[config.mk]
export PLATFORM = sky130hd
export DESIGN_NAME = pci_target_addr_decoder
export DESIGN_NICKNAME = d
export VERILOG_FILES = /design/src/rtl/pci_pkg.sv /design/src/rtl/pci_bar_match.sv /design/src/rtl/pci_target_addr_decoder.sv
export SDC_FILE = /design/constraint.sdc
export NUM_CORES = 1
export LEC_CHECK = 0
export ABC_AREA = 1
export CORE_MARGIN = 3
export CORE_UTILIZATION = 49
export DETAILED_ROUTE_END_ITERATION = 6
export PLACE_DENSITY = 0.81
export SKIP_CTS_REPAIR_TIMING = 1
export SYNTH_ARGS = -nofsm -noshare
export SYNTH_HDL_FRONTEND = slang
export SYNTH_SLANG_ARGS = --single-unit
[constraint.sdc]
create_clock -name i_clk -period 1.6 [get_ports i_clk]
set_input_delay 0.32 -clock i_clk [delete_from_list [all_inputs] [get_ports i_clk]]
set_output_delay 0.32 -clock i_clk [all_outputs]
set_load 0.005 [all_outputs]
[src/rtl/pci_pkg.sv]
// -----------------------------------------------------------------------------
// pci_pkg
// Shared definitions for the PCI target address decoder: bus command codes,
// decoder state encoding, DEVSEL# timing selectors and small helper functions
// used both for decoding and for elaboration-time parameter checks.
// -----------------------------------------------------------------------------
package pci_pkg;

    // C/BE# bus command codes (already inverted to active-high form)
    localparam logic [3:0] CMD_IO_READ   = 4'h2;
    localparam logic [3:0] CMD_IO_WRITE  = 4'h3;
    localparam logic [3:0] MEM_READ      = 4'h6;
    localparam logic [3:0] MEM_WRITE     = 4'h7;
    localparam logic [3:0] CFG_READ      = 4'hA;
    localparam logic [3:0] CFG_WRITE     = 4'hB;

    // DEVSEL# response timing selectors
    localparam int DEVSEL_FAST   = 0;
    localparam int DEVSEL_MEDIUM = 1;
    localparam int DEVSEL_SLOW   = 2;

    typedef enum logic [1:0] {
        IDLE       = 2'd0,
        DECODE     = 2'd1,
        CLAIMED    = 2'd2,
        TURNAROUND = 2'd3
    } pci_state_e;

    // True when the command code is enabled in the claim mask
    function automatic logic cmd_enabled(input logic [15:0] mask, input logic [3:0] cmd);
        return mask[cmd];
    endfunction

    // True when a base address has no bits set below its window size
    function automatic logic base_aligned(input logic [31:0] base, input logic [5:0] size_log2);
        return (base & ((32'd1 << size_log2) - 32'd1)) == 32'd0;
    endfunction

endpackage

[src/rtl/pci_bar_match.sv]
// -----------------------------------------------------------------------------
// pci_bar_match
// Combinational single-window comparator. Reports a hit when the address falls
// inside the naturally aligned window [base, base + 2^size_log2 - 1].
// Ports:
//   i_base       - window base address (aligned to the window size)
//   i_size_log2  - log2 of the window size in bytes
//   i_addr       - address under test
//   o_hit        - address lies inside the window
// -----------------------------------------------------------------------------
module pci_bar_match (
    input  logic [31:0] i_base,
    input  logic [5:0]  i_size_log2,
    input  logic [31:0] i_addr,
    output logic        o_hit
);

    // Comparing only the bits above the window size makes both bounds inclusive
    assign o_hit = (i_addr >> i_size_log2) == (i_base >> i_size_log2);

endmodule

[src/rtl/pci_target_addr_decoder.sv]
// -----------------------------------------------------------------------------
// pci_target_addr_decoder
// Registered PCI target address decoder and DEVSEL# generator. Latches the
// address/command on the address phase, matches the address against NUM_BARS
// windows (lowest index wins), claims the transaction with programmable
// fast/medium/slow DEVSEL# timing and tracks the burst address.
// Ports:
//   i_clk       - PCI clock, rising edge
//   i_rst_n     - asynchronous active-low reset
//   i_frame_n   - FRAME#
//   i_irdy_n    - IRDY#
//   i_trdy_n    - TRDY# as driven by the slave datapath (sampled only)
//   i_ad        - AD bus
//   i_cbe_n     - C/BE# bus
//   o_devsel_n  - DEVSEL#, active low
//   o_bar_hit   - one-hot selected window, valid while claimed
//   o_cmd       - latched bus command
//   o_cur_addr  - current data-phase address
//   o_claimed   - this target owns the transaction
// -----------------------------------------------------------------------------
module pci_target_addr_decoder
    import pci_pkg::*;
#(
    parameter int                      NUM_BARS      = 2,
    parameter logic [NUM_BARS*32-1:0]  BAR_BASES     = {32'h0000_2000, 32'h0000_0010},
    parameter logic [NUM_BARS*6-1:0]   BAR_SIZE_LOG2 = {6'd12, 6'd4},
    parameter logic [15:0]             CMD_MASK      = 16'h00C0,
    parameter int                      DEVSEL_SPEED  = DEVSEL_FAST
) (
    input  logic                i_clk,
    input  logic                i_rst_n,
    input  logic                i_frame_n,
    input  logic                i_irdy_n,
    input  logic                i_trdy_n,
    input  logic [31:0]         i_ad,
    input  logic [3:0]          i_cbe_n,
    output logic                o_devsel_n,
    output logic [NUM_BARS-1:0] o_bar_hit,
    output logic [3:0]          o_cmd,
    output logic [31:0]         o_cur_addr,
    output logic                o_claimed
);

    // ---------------------------------------------------------------------
    // Elaboration-time parameter checks
    // ---------------------------------------------------------------------
    if (NUM_BARS < 1 || NUM_BARS > 8) begin : g_bad_num_bars
        $error("pci_target_addr_decoder: NUM_BARS must be 1..8");
    end
    if (DEVSEL_SPEED < 0 || DEVSEL_SPEED > 2) begin : g_bad_speed
        $error("pci_target_addr_decoder: DEVSEL_SPEED must be 0..2");
    end
    for (genvar g = 0; g < NUM_BARS; g++) begin : g_chk_base
        if (!base_aligned(BAR_BASES[32*g +: 32], BAR_SIZE_LOG2[6*g +: 6])) begin : g_bad_base
            $error("pci_target_addr_decoder: BAR base not aligned to its size");
        end
    end

    localparam logic [1:0] WAIT_INIT = 2'(DEVSEL_SPEED);

    pci_state_e          r_state;
    logic [1:0]          r_wait;
    logic                r_frame_prev;
    logic                r_devsel_n;
    logic [NUM_BARS-1:0] r_bar_hit;
    logic [3:0]          r_cmd;
    logic [31:0]         r_cur_addr;
    logic                r_claimed;

    pci_state_e          w_state_nxt;
    logic [1:0]          w_wait_nxt;
    logic                w_devsel_nxt;
    logic [NUM_BARS-1:0] w_bar_hit_nxt;
    logic [3:0]          w_cmd_nxt;
    logic [31:0]         w_addr_nxt;
    logic                w_claimed_nxt;

    logic [NUM_BARS-1:0] w_win_hit;
    logic [NUM_BARS-1:0] w_hit_raw;
    logic [NUM_BARS-1:0] w_hit_sel;
    logic                w_found;
    logic                w_cmd_ok;
    logic                w_addr_phase;
    logic                w_abort;
    logic                w_complete;

    // One comparator per decode window, evaluated on the latched address
    for (genvar b = 0; b < NUM_BARS; b++) begin : g_bar
        pci_bar_match u_match (
            .i_base      (BAR_BASES[32*b +: 32]),
            .i_size_log2 (BAR_SIZE_LOG2[6*b +: 6]),
            .i_addr      (r_cur_addr),
            .o_hit       (w_win_hit[b])
        );
    end

    assign w_cmd_ok     = cmd_enabled(CMD_MASK, r_cmd);
    assign w_hit_raw    = w_win_hit & {NUM_BARS{w_cmd_ok}};
    // Falling FRAME# edge; the previous-sample term stops a back-to-back
    // transaction that began during turnaround from being seen as new
    assign w_addr_phase = !i_frame_n && r_frame_prev;
    assign w_abort      = i_frame_n && i_irdy_n;
    assign w_complete   = !i_irdy_n && !i_trdy_n;

    // Priority encoder: lowest-index window wins so bar_hit stays one-hot
    always_comb begin
        w_hit_sel = '0;
        w_found   = 1'b0;
        for (int i = 0; i < NUM_BARS; i++) begin
            if (!w_found) begin
                w_hit_sel[i] = w_hit_raw[i];
                w_found      = w_hit_raw[i];
            end else begin
                w_hit_sel[i] = 1'b0;
            end
        end
    end

    // Next-state and next-output logic for the decode FSM
    always_comb begin
        w_state_nxt   = r_state;
        w_wait_nxt    = r_wait;
        w_devsel_nxt  = r_devsel_n;
        w_bar_hit_nxt = r_bar_hit;
        w_cmd_nxt     = r_cmd;
        w_addr_nxt    = r_cur_addr;
        w_claimed_nxt = r_claimed;

        case (r_state)
            IDLE: begin
                if (w_addr_phase) begin
                    w_state_nxt = DECODE;
                    w_wait_nxt  = WAIT_INIT;
                    w_addr_nxt  = i_ad;
                    w_cmd_nxt   = ~i_cbe_n;
                end else begin
                    w_state_nxt = IDLE;
                end
            end
            DECODE: begin
                if (w_abort) begin
                    w_state_nxt   = IDLE;
                    w_devsel_nxt  = 1'b1;
                    w_claimed_nxt = 1'b0;
                    w_bar_hit_nxt = '0;
                end else if (!w_found) begin
                    w_state_nxt   = IDLE;
                end else if (r_wait == 2'd0) begin
                    w_state_nxt   = CLAIMED;
                    w_devsel_nxt  = 1'b0;
                    w_claimed_nxt = 1'b1;
                    w_bar_hit_nxt = w_hit_sel;
                end else begin
                    w_wait_nxt    = r_wait - 2'd1;
                end
            end
            CLAIMED: begin
                if (w_abort) begin
                    w_state_nxt   = IDLE;
                    w_devsel_nxt  = 1'b1;
                    w_claimed_nxt = 1'b0;
                    w_bar_hit_nxt = '0;
                end else if (w_complete) begin
                    w_addr_nxt = r_cur_addr + 32'd4;
                    if (i_frame_n) begin
                        w_state_nxt   = TURNAROUND;
                        w_devsel_nxt  = 1'b1;
                        w_claimed_nxt = 1'b0;
                        w_bar_hit_nxt = '0;
                    end else begin
                        w_state_nxt   = CLAIMED;
                    end
                end else begin
                    w_state_nxt = CLAIMED;
                end
            end
            TURNAROUND: begin
                w_state_nxt = IDLE;
            end
            default: begin
                w_state_nxt   = IDLE;
                w_devsel_nxt  = 1'b1;
                w_claimed_nxt = 1'b0;
                w_bar_hit_nxt = '0;
            end
        endcase
    end

    // State and registered-output update
    always_ff @(posedge i_clk or negedge i_rst_n) begin
        if (!i_rst_n) begin
            r_state      <= IDLE;
            r_wait       <= 2'd0;
            r_frame_prev <= 1'b1;
            r_devsel_n   <= 1'b1;
            r_bar_hit    <= '0;
            r_cmd        <= 4'd0;
            r_cur_addr   <= 32'd0;
            r_claimed    <= 1'b0;
        end else begin
            r_state      <= w_state_nxt;
            r_wait       <= w_wait_nxt;
            r_frame_prev <= i_frame_n;
            r_devsel_n   <= w_devsel_nxt;
            r_bar_hit    <= w_bar_hit_nxt;
            r_cmd        <= w_cmd_nxt;
            r_cur_addr   <= w_addr_nxt;
            r_claimed    <= w_claimed_nxt;
        end
    end

    assign o_devsel_n = r_devsel_n;
    assign o_bar_hit  = r_bar_hit;
    assign o_cmd      = r_cmd;
    assign o_cur_addr = r_cur_addr;
    assign o_claimed  = r_claimed;

endmodule

* After elaboration in Yosys (flattened, before gate mapping)
Memories as Yosys holds them, arrays and structs flattened.
Index checks and enable logic that the tools add are counted.
Widths: inputs -> output; s select.
** Word-level totals
- Output and inout bits :: 40
- Memories :: 1
- Input bits :: 41
- Logic and storage cells :: 86
- Register bits after elaboration :: 45
- Memory bits (read-only) :: 16
** Cells by class
- Reductions and logical operators :: 15
- Equal/unequal tests :: 16
- Order comparisons :: 1
- Bitwise operators :: 2
- Muxes and demuxes :: 41
- $add $sub $neg :: 2
** Memory list
- (no name shown) :: words 16, width 1, read ports 1, clocked after memory_dff 0, write ports 0, RTL line pci_pkg.sv:31 : return mask[cmd];
** Operator list (count)
- $mux 32 :: 3
- $pmux 32 s2 :: 1
- $add 32x3->32 const B :: 1
- $mux 2 :: 15
- $eq 28x1->1 const B :: 1
- $eq 20x2->1 const B :: 1
- $mux 1 :: 17
- $ne 2x2->1 const B :: 6
- $ne 3x3->1 const B :: 4
- $reduce_and 5->1 :: 2
- $pmux 2 s2 :: 2
- $pmux 2 s4 :: 1
- $reduce_bool 2->1 :: 3
- $lt 4x5->1 const B :: 1
- $eq 2x2->1 const B :: 2
- $logic_not 2->1 :: 2
- $ne 4x4->1 const B :: 1
- $not 4->4 :: 1
- $pmux 1 s2 :: 2
- $reduce_and 4->1 :: 1
- $logic_and 1x1->1 :: 3
- $logic_not 1->1 :: 3
- $and 2x2->2 :: 1
- $eq 2x1->1 const B :: 1
- other kinds (2) :: 2

* Depth between registers and ports, before layout
Gate-level depths: netlist of the first run.
- Depth in word-level cells :: 8
- Mapped depth :: 12
- Mapped depth without buffers :: 12

* Modules after synthesis
A second synthesis of the first run with hierarchy kept.
** Unflattened totals
- Cell total of the unflattened synthesis :: 1753
- Area total of the unflattened synthesis :: 8425.6 um^2
** By module, submodules not included
- pci_bar_match :: instances 2, seq. area each 0.0 um^2, area an instance 2665.1 um^2, cells an instance 637
- pci_target_addr_decoder :: instances 1, seq. area each 1128.6 um^2, area an instance 3095.5 um^2, cells an instance 479

* Least setup slack after synthesis of the first run
OpenSTA, ideal clock, no wires.
- Path type :: reg2reg
- Start :: register r_cur_addr[2] (netlist: o_cur_addr[2])
- End :: register r_cur_addr[22] (netlist: o_cur_addr[22])
- Period minus slack after synthesis :: 1.496 ns
- Arrival time :: 1.383 ns
- Setup slack :: 0.104 ns
- Stages on the path, launching flop included :: 12
- Library setup time :: 0.113 ns
- Required time :: 1.487 ns
- Cell sequence :: dfrtp_1 ha_1 nand2_2 nor2_2 nand2_2 clkinv_2 nand2_4 nor2_1 o21ai_0 nand2_1 nand2_1 inv_1
** Between the ends
- Longest elaborated chain between the ends :: 4
** Ends and longest elaborated chain
- from (decl) :: RTL line pci_target_addr_decoder.sv:67 : logic [31:0] r_cur_addr;
- from (signal assigned) :: RTL line pci_target_addr_decoder.sv:207 : r_cur_addr <= w_addr_nxt;
- $add 32x3->32 :: RTL line pci_target_addr_decoder.sv:164 : w_addr_nxt = r_cur_addr + 32'd4;
- $mux 32 :: RTL line pci_target_addr_decoder.sv:163 : end else if (w_complete) begin
- $mux 32 :: RTL line pci_target_addr_decoder.sv:158 : if (w_abort) begin
- $pmux 32 s2 :: RTL line pci_target_addr_decoder.sv:129 : case (r_state)
Every way passes these cells. The select of a mux whose other input is x is not followed.
A chain may end at the register's enable or synchronous reset.

* Worst setup path after layout of the first run
- Start :: register r_cur_addr[3] (netlist: o_cur_addr[3])
- End :: register r_cur_addr[24] (netlist: o_cur_addr[24])
Same word-level chain as after synthesis.

==> results of run 1 <==
-- synth_stat cells, drive strengths merged --
master,count,share of area
a21oi,13,0.021
a22oi,1,0.0025
a31oi,3,0.0061
buf,10,0.016
clkbuf,3,0.0037
clkinv,1,0.0016
dfrtp,43,0.35
dfstp,2,0.017
ha,2,0.0082
inv,47,0.058
nand2,139,0.18
nand3,34,0.059
nand4,12,0.027
nor2,89,0.12
nor3,12,0.027
o211ai,3,0.0074
o21a,1,0.0025
o21ai,42,0.069
o22ai,5,0.010
or2,3,0.0061
xor2,3,0.0086
-- state kept, by name, summed over array words and instances (netlist names) --
name and cells:
r_state 2, r_frame_prev 1, o_cur_addr 32, r_wait 2
o_cmd 4, o_devsel_n 1, o_claimed 1, o_bar_hit 2
-- worst reg2reg max path, cell delays in order, from the launching register on --
cell     delay [ps]
dfrtp_1         380
ha_2            220
nand2_4          70
nor2_4          120
nand2_4         110
inv_4            90
nand2_4          70
nor2_4          190
nand2_1          90
nand2_1          70
nand2_1          50
o21ai_1          60
inv_1            50
-- cells by family after synthesis --
group           count (synthesis)  synth area share
flops                          45             0.369
fa+ha+maj                       2           0.00818
simple gates                  289             0.416
compound gates                 68             0.119
xor+xnor                        3           0.00859
buf+inv                        61            0.0794
-- layout by cell type, fill, tap and decap left out, drive strengths merged, types with 3 or more instances in the layout --
| master | n |
|---|---|
| nor3 | 12 |
| inv | 49 |
| dlymetal6s2s | 24 |
| nand3 | 34 |
| clkdlybuf4s50 | 55 |
| o211ai | 3 |
| clkbuf | 5 |
| a31oi | 3 |
| nand4 | 12 |
| xor2 | 3 |
| nor2 | 89 |
| buf | 54 |
| o22ai | 5 |
| a21oi | 13 |
| o21ai | 42 |
| dfrtp | 43 |
| or2 | 3 |
| nand2 | 139 |
-- power by group --
part / internal (mW) / switching [mW]
clock network: 0.311 / 0.440
registers: 1.32 / 0.213
logic: 0.750 / 0.677
total: 2.38 / 1.33
-- how the worst max path moves through the flow --
stage | slack, ps | to | startpoint | cells past startpoint
after floorplan | 100 | o_cur_addr[22] | o_cur_addr[2] | 11
after global placement | -100 | o_bar_hit[1] | i_frame_n | 8
after detailed placement | -160 | o_bar_hit[0] | i_frame_n | 8
after CTS | -150 | o_cur_addr[4] | o_cur_addr[4] | 2
after global routing | -150 | o_cur_addr[24] | o_cur_addr[2] | 12
final | -60 | o_cur_addr[24] | o_cur_addr[3] | 12
-- per-stage QoR --
step	area [um2]	hold slack, ps
global placement	4200	314
CTS	4290	-12.0
detailed placement	4200	316
global route	4620	461
floorplan	3060	24.4
finish	4620	466
-- final cells by class --
cell class,count,area [um2],share of cell area
tap,75,93.8,0.0203
timing repair buffer,134,1330,0.288
inverter,48,183,0.0395
multi-input combinational,362,1780,0.384
clock inverter,3,21.3,0.00460
clock buffer,5,68.8,0.0149
sequential,45,1150,0.248
-- per-layer routing --
metal	track usage	wire length, um
met4	0.0446	222
met2	0.434	4930
met5	0	0
met3	0.0359	695
met1	0.368	4220
==> metrics, run 1 <==
outcome=finished with violations; failing checks=setup timing; class of the tightest hold or removal check=in2reg; MaxCap Viol Count=0; R2R setup slack=-60 ps; CP max-delay cell=dfrtp_1; unrepaired setup endpoints after global routing=yes; worst-path fanout max=5; distinct cell type count after synthesis=31; DRC violations left=0; Crit Path Class=reg2reg; CP Cell Sequence=ha_2 -> nand2_4 -> nor2_4 -> nand2_4 -> inv_4 -> nand2_4 -> nor2_4 -> nand2_1 -> nand2_1 -> nand2_1 -> o21ai_1 -> inv_1; clock slew seen by the registers of the worst setup and hold paths=100 ps; Worst R2R End=o_cur_addr[24]; gr ovfl total=0; core area=around 6000 um2; fill cell count=423; part of the cycle the worst path needs=1.04; CP Capture Type=flip-flop; number of global-route vias before repair=3,248; Yosys reg bits=45; Vias=roughly 3,700; Power Dens Cells=roughly 800 nW/um2; Num CTS Buffers=5; initial antenna violation count=0; per-cell routed wire length=~15 um; CP top delay family=simple AND/OR/NAND/NOR gates; initial core utilization=0.510; die area=roughly 7200 um2; fraction of layout cells with a size suffix above 1=0.221; reg2reg path depth=12; port bufs=80; CTS Root Cell=clkbuf_8; Slew Limit Fails=0; Antenna Nets Post-Route=0; CTS tree=done; Util after Layout=0.771; critical path required time=1810 ps; layout net count=639; Mapped Nets=511; reg-to-reg startpoint=o_cur_addr[3]; DR vias/cell=5.55; Final Hold Fails=0; Cells after Synth=468; die height=between 80 and 90 um; first-pass GRT wire length=15.4 mm; ANT cells=0; CTS Buffer Depth=2; post-layout min period=about 1700 ps; Critical Path AT=between 1500 and 2000 ps; fin worst setup slack=-64.6 ps; Post-Layout Cell Count=672; # H-tree levels=2; Slew @ Worst Pin=511 ps; Min-Delay Path Depth=1; Fmax=between 600 and 700 MHz; mean area per synthesized cell=between 6 and 7 um2; slowest stage delay, CP=380 ps; Worst-Skew Late Latency=roughly 300 ps; die width=85.0 um; Pre-Repair DR Iteration Count=5; Slew headroom=0.659; DRT iter0 DRCs=between 300 and 400; final setup TNS=-247 ps; Design Power=around 3.7 mW; yosys warns=0; Worst Hold End=r_frame_prev; Setup Skew=between 5 and 6 ps; Global Route Usage Sum=0.261; Finish-stage setup viols=6; worst hold path startpoint=i_frame_n; Static Leak=about 2.3 nW; peak supply drop=between 500 and 600 uV; Critical path buffers and inverters=2; largest net degree at the start of global routing=32; GP Congestion=about 0.9; # rows=28; CTS sink cnt=45; Placed Cells=~650; sequential area share after synthesis=0.369; crit start category=flip-flop; detailed placer's ending HPWL=about 7.0 mm; Place WS=-164 ps; mapped cell area=slightly above 3000 um2; drt total wl=10.1 mm; Syn-to-layout area delta=51.1%; I/O pin count=slightly above 80
Note: power is estimated with default switching activity, not from simulation.
==> inputs of run 2 (changes only) <==
--- a/config.mk
+++ b/config.mk
@@ -6,10 +6,11 @@
 export NUM_CORES = 1
 export LEC_CHECK = 0
 export ABC_AREA = 1
+export CORE_ASPECT_RATIO = 0.75
 export CORE_MARGIN = 3
 export CORE_UTILIZATION = 49
 export DETAILED_ROUTE_END_ITERATION = 6
-export PLACE_DENSITY = 0.81
+export PLACE_DENSITY = 0.82
 export SKIP_CTS_REPAIR_TIMING = 1
 export SYNTH_ARGS = -nofsm -noshare
 export SYNTH_HDL_FRONTEND = slang
==> metrics, run 2 (synthesis gave the netlist of run 1 again) <==
CP Capture Type=flip-flop; met1 usage=0.365; Antenna Nets Post-Route=0; Top Usage Layer GRT=met2; largest net degree at the start of global routing=48; highest-count cells in the layout ignoring fill and taps=nand2_1, nor2_1, clkdlybuf4s50_1; Slew Limit Fails=0; Static Leak=around 2.2 nW; part of the cycle the worst path needs=0.999; Pre-Repair DR Iteration Count=7; CP max-delay cell=dfrtp_1; Slew @ Worst Pin=roughly 400 ps; Setup Skew=roughly 7.1 ps; DRT iter0 DRCs=between 400 and 500; fin worst setup slack=between 1.5 and 2 ps; Place WS=-168 ps; CTS tree=done; DR vias/cell=5.67; Area after DPL=between 4000 and 5000 um2; first-pass GRT wire length=14.9 mm; Global Route Usage Sum=0.255; Slew headroom=0.727; class of the tightest hold or removal check=reg2reg; Syn-to-layout area delta=50.1%; post-layout min period=~1600 ps; Finish-stage setup viols=0; CTS Buffer Depth=2; Fmax=approximately 630 MHz; GP Congestion=between 0.9 and 1; CP Cell Sequence=buf_4 -> nor2_1 -> nand3_1 -> nor2_1 -> nand3_2 -> nand2_2 -> nand2_2 -> nor2_2 -> nand2_1 -> nand2_1; initial antenna violation count=0; per-cell routed wire length=15.4 um; Critical Path AT=1850 ps; CTS Root Cell=clkbuf_8; Crit Path Class=reg2reg; initial core utilization=0.517; unrepaired setup endpoints after global routing=yes; Power Dens Cells=approximately 830 nW/um2; clock slew seen by the registers of the worst setup and hold paths=approximately 90 ps; # H-tree levels=2; DRC violations left=0; number of global-route vias before repair=about 3,200; outcome=complete, no violations; max reg flops=32; Num CTS Buffers=5; layout net count=about 630; GR Util met2=0.401; CTS sink cnt=45; gr ovfl total=0; detailed placer's ending HPWL=7.11 mm; die area=roughly 7200 um2; worst-path fanout max=4; Vias=roughly 3,700; GRT met3 Usage=0.0478; port bufs=80; crit start category=flip-flop; # rows=24; core area=~5900 um2; drt total wl=about 10 mm; I/O pin count=81; peak supply drop=between 300 and 400 uV; commonest non-fill, non-tap cell in the layout=nand2_1; Final Hold Fails=0; MaxCap Viol Count=0; die height=74.4 um; ANT cells=0; critical path required time=between 1500 and 2000 ps; die width=roughly 97 um; fraction of layout cells with a size suffix above 1=0.226; slowest stage delay, CP=between 400 and 500 ps; Design Area, Final=4590 um2; Worst-Skew Late Latency=310 ps
==> run 2: cell count changes in the layout (fill, tap and decap cells not counted), sizes merged <==
cell / delta
buf: -14
inv: -2
bufinv: +1
clkdlybuf4s50: +1
clkinv: +1
dlymetal6s2s: -1
==> run 2: per-stage QoR <==
step / TNS, ps / cells / utilization / hold WS (ps) / total power, mW
final: 0 / 661 / 0.776 / 469 / 3.82
after global routing: -1080 / 661 / 0.776 / 459 / 4.00
after CTS: -1070 / 651 / 0.721 / -8.02 / 3.65
after detailed placement: -2730 / 643 / 0.702 / 323 / 2.76
after global placement: -1020 / 643 / 0.702 / 320 / 2.73
after floorplan: 0 / 468 / - / 24.4 / 2.01
==> run 2: layer usage <==
layer | share of wire | wire length (um) | up-vias
met5 | 0 | 0 | -
met4 | 0.036 | 368 | 0
li1 | - | - | 1746
met1 | 0.42 | 4270 | 1694
met3 | 0.10 | 1020 | 49
met2 | 0.44 | 4510 | 258
==> run 2: power by group <==
part           internal [mW]  switching [mW]  leakage, nW
Sequential              1.32           0.230        0.533
Clock                  0.468           0.430       0.0543
Combinational          0.696           0.671         1.61
Total                   2.49            1.33         2.20
==> run 2: worst paths after layout <==
| kind | slack (ps) | startpoint | endpoint | cells past startpoint |
|---|---|---|---|---|
| max | 2 | o_cur_addr[11] | r_wait[1] | 10 |
| max in group asynchronous | 810 | i_rst_n | o_devsel_n | 3 |
| min | 470 | o_devsel_n | o_devsel_n | 2 |
| min reg2reg | 470 | o_devsel_n | o_devsel_n | 2 |
| max reg2reg | 2 | o_cur_addr[11] | r_wait[1] | 10 |
| min in group asynchronous | 510 | i_rst_n | o_cur_addr[0] | 3 |
==> run 2: final cells by class <==
cell class / count / area (um2)
Clock buffer: 5 / 68.8
Fill cell: 419 / 1330
Sequential cell: 45 / 1150
Inverter: 48 / 181
Multi-Input combinational cell: 362 / 1840
Timing Repair Buffer: 120 / 1210
Tap cell: 78 / 97.6
Clock inverter: 3 / 46.3
==> run 2: worst max-delay path, delay by kind of cell, from the launching register on <==
| kind | cells | cell delay, ps |
|---|---|---|
| buf+inv | 1 | 170 |
| simple gates | 9 | 950 |
| flops | 1 | 430 |
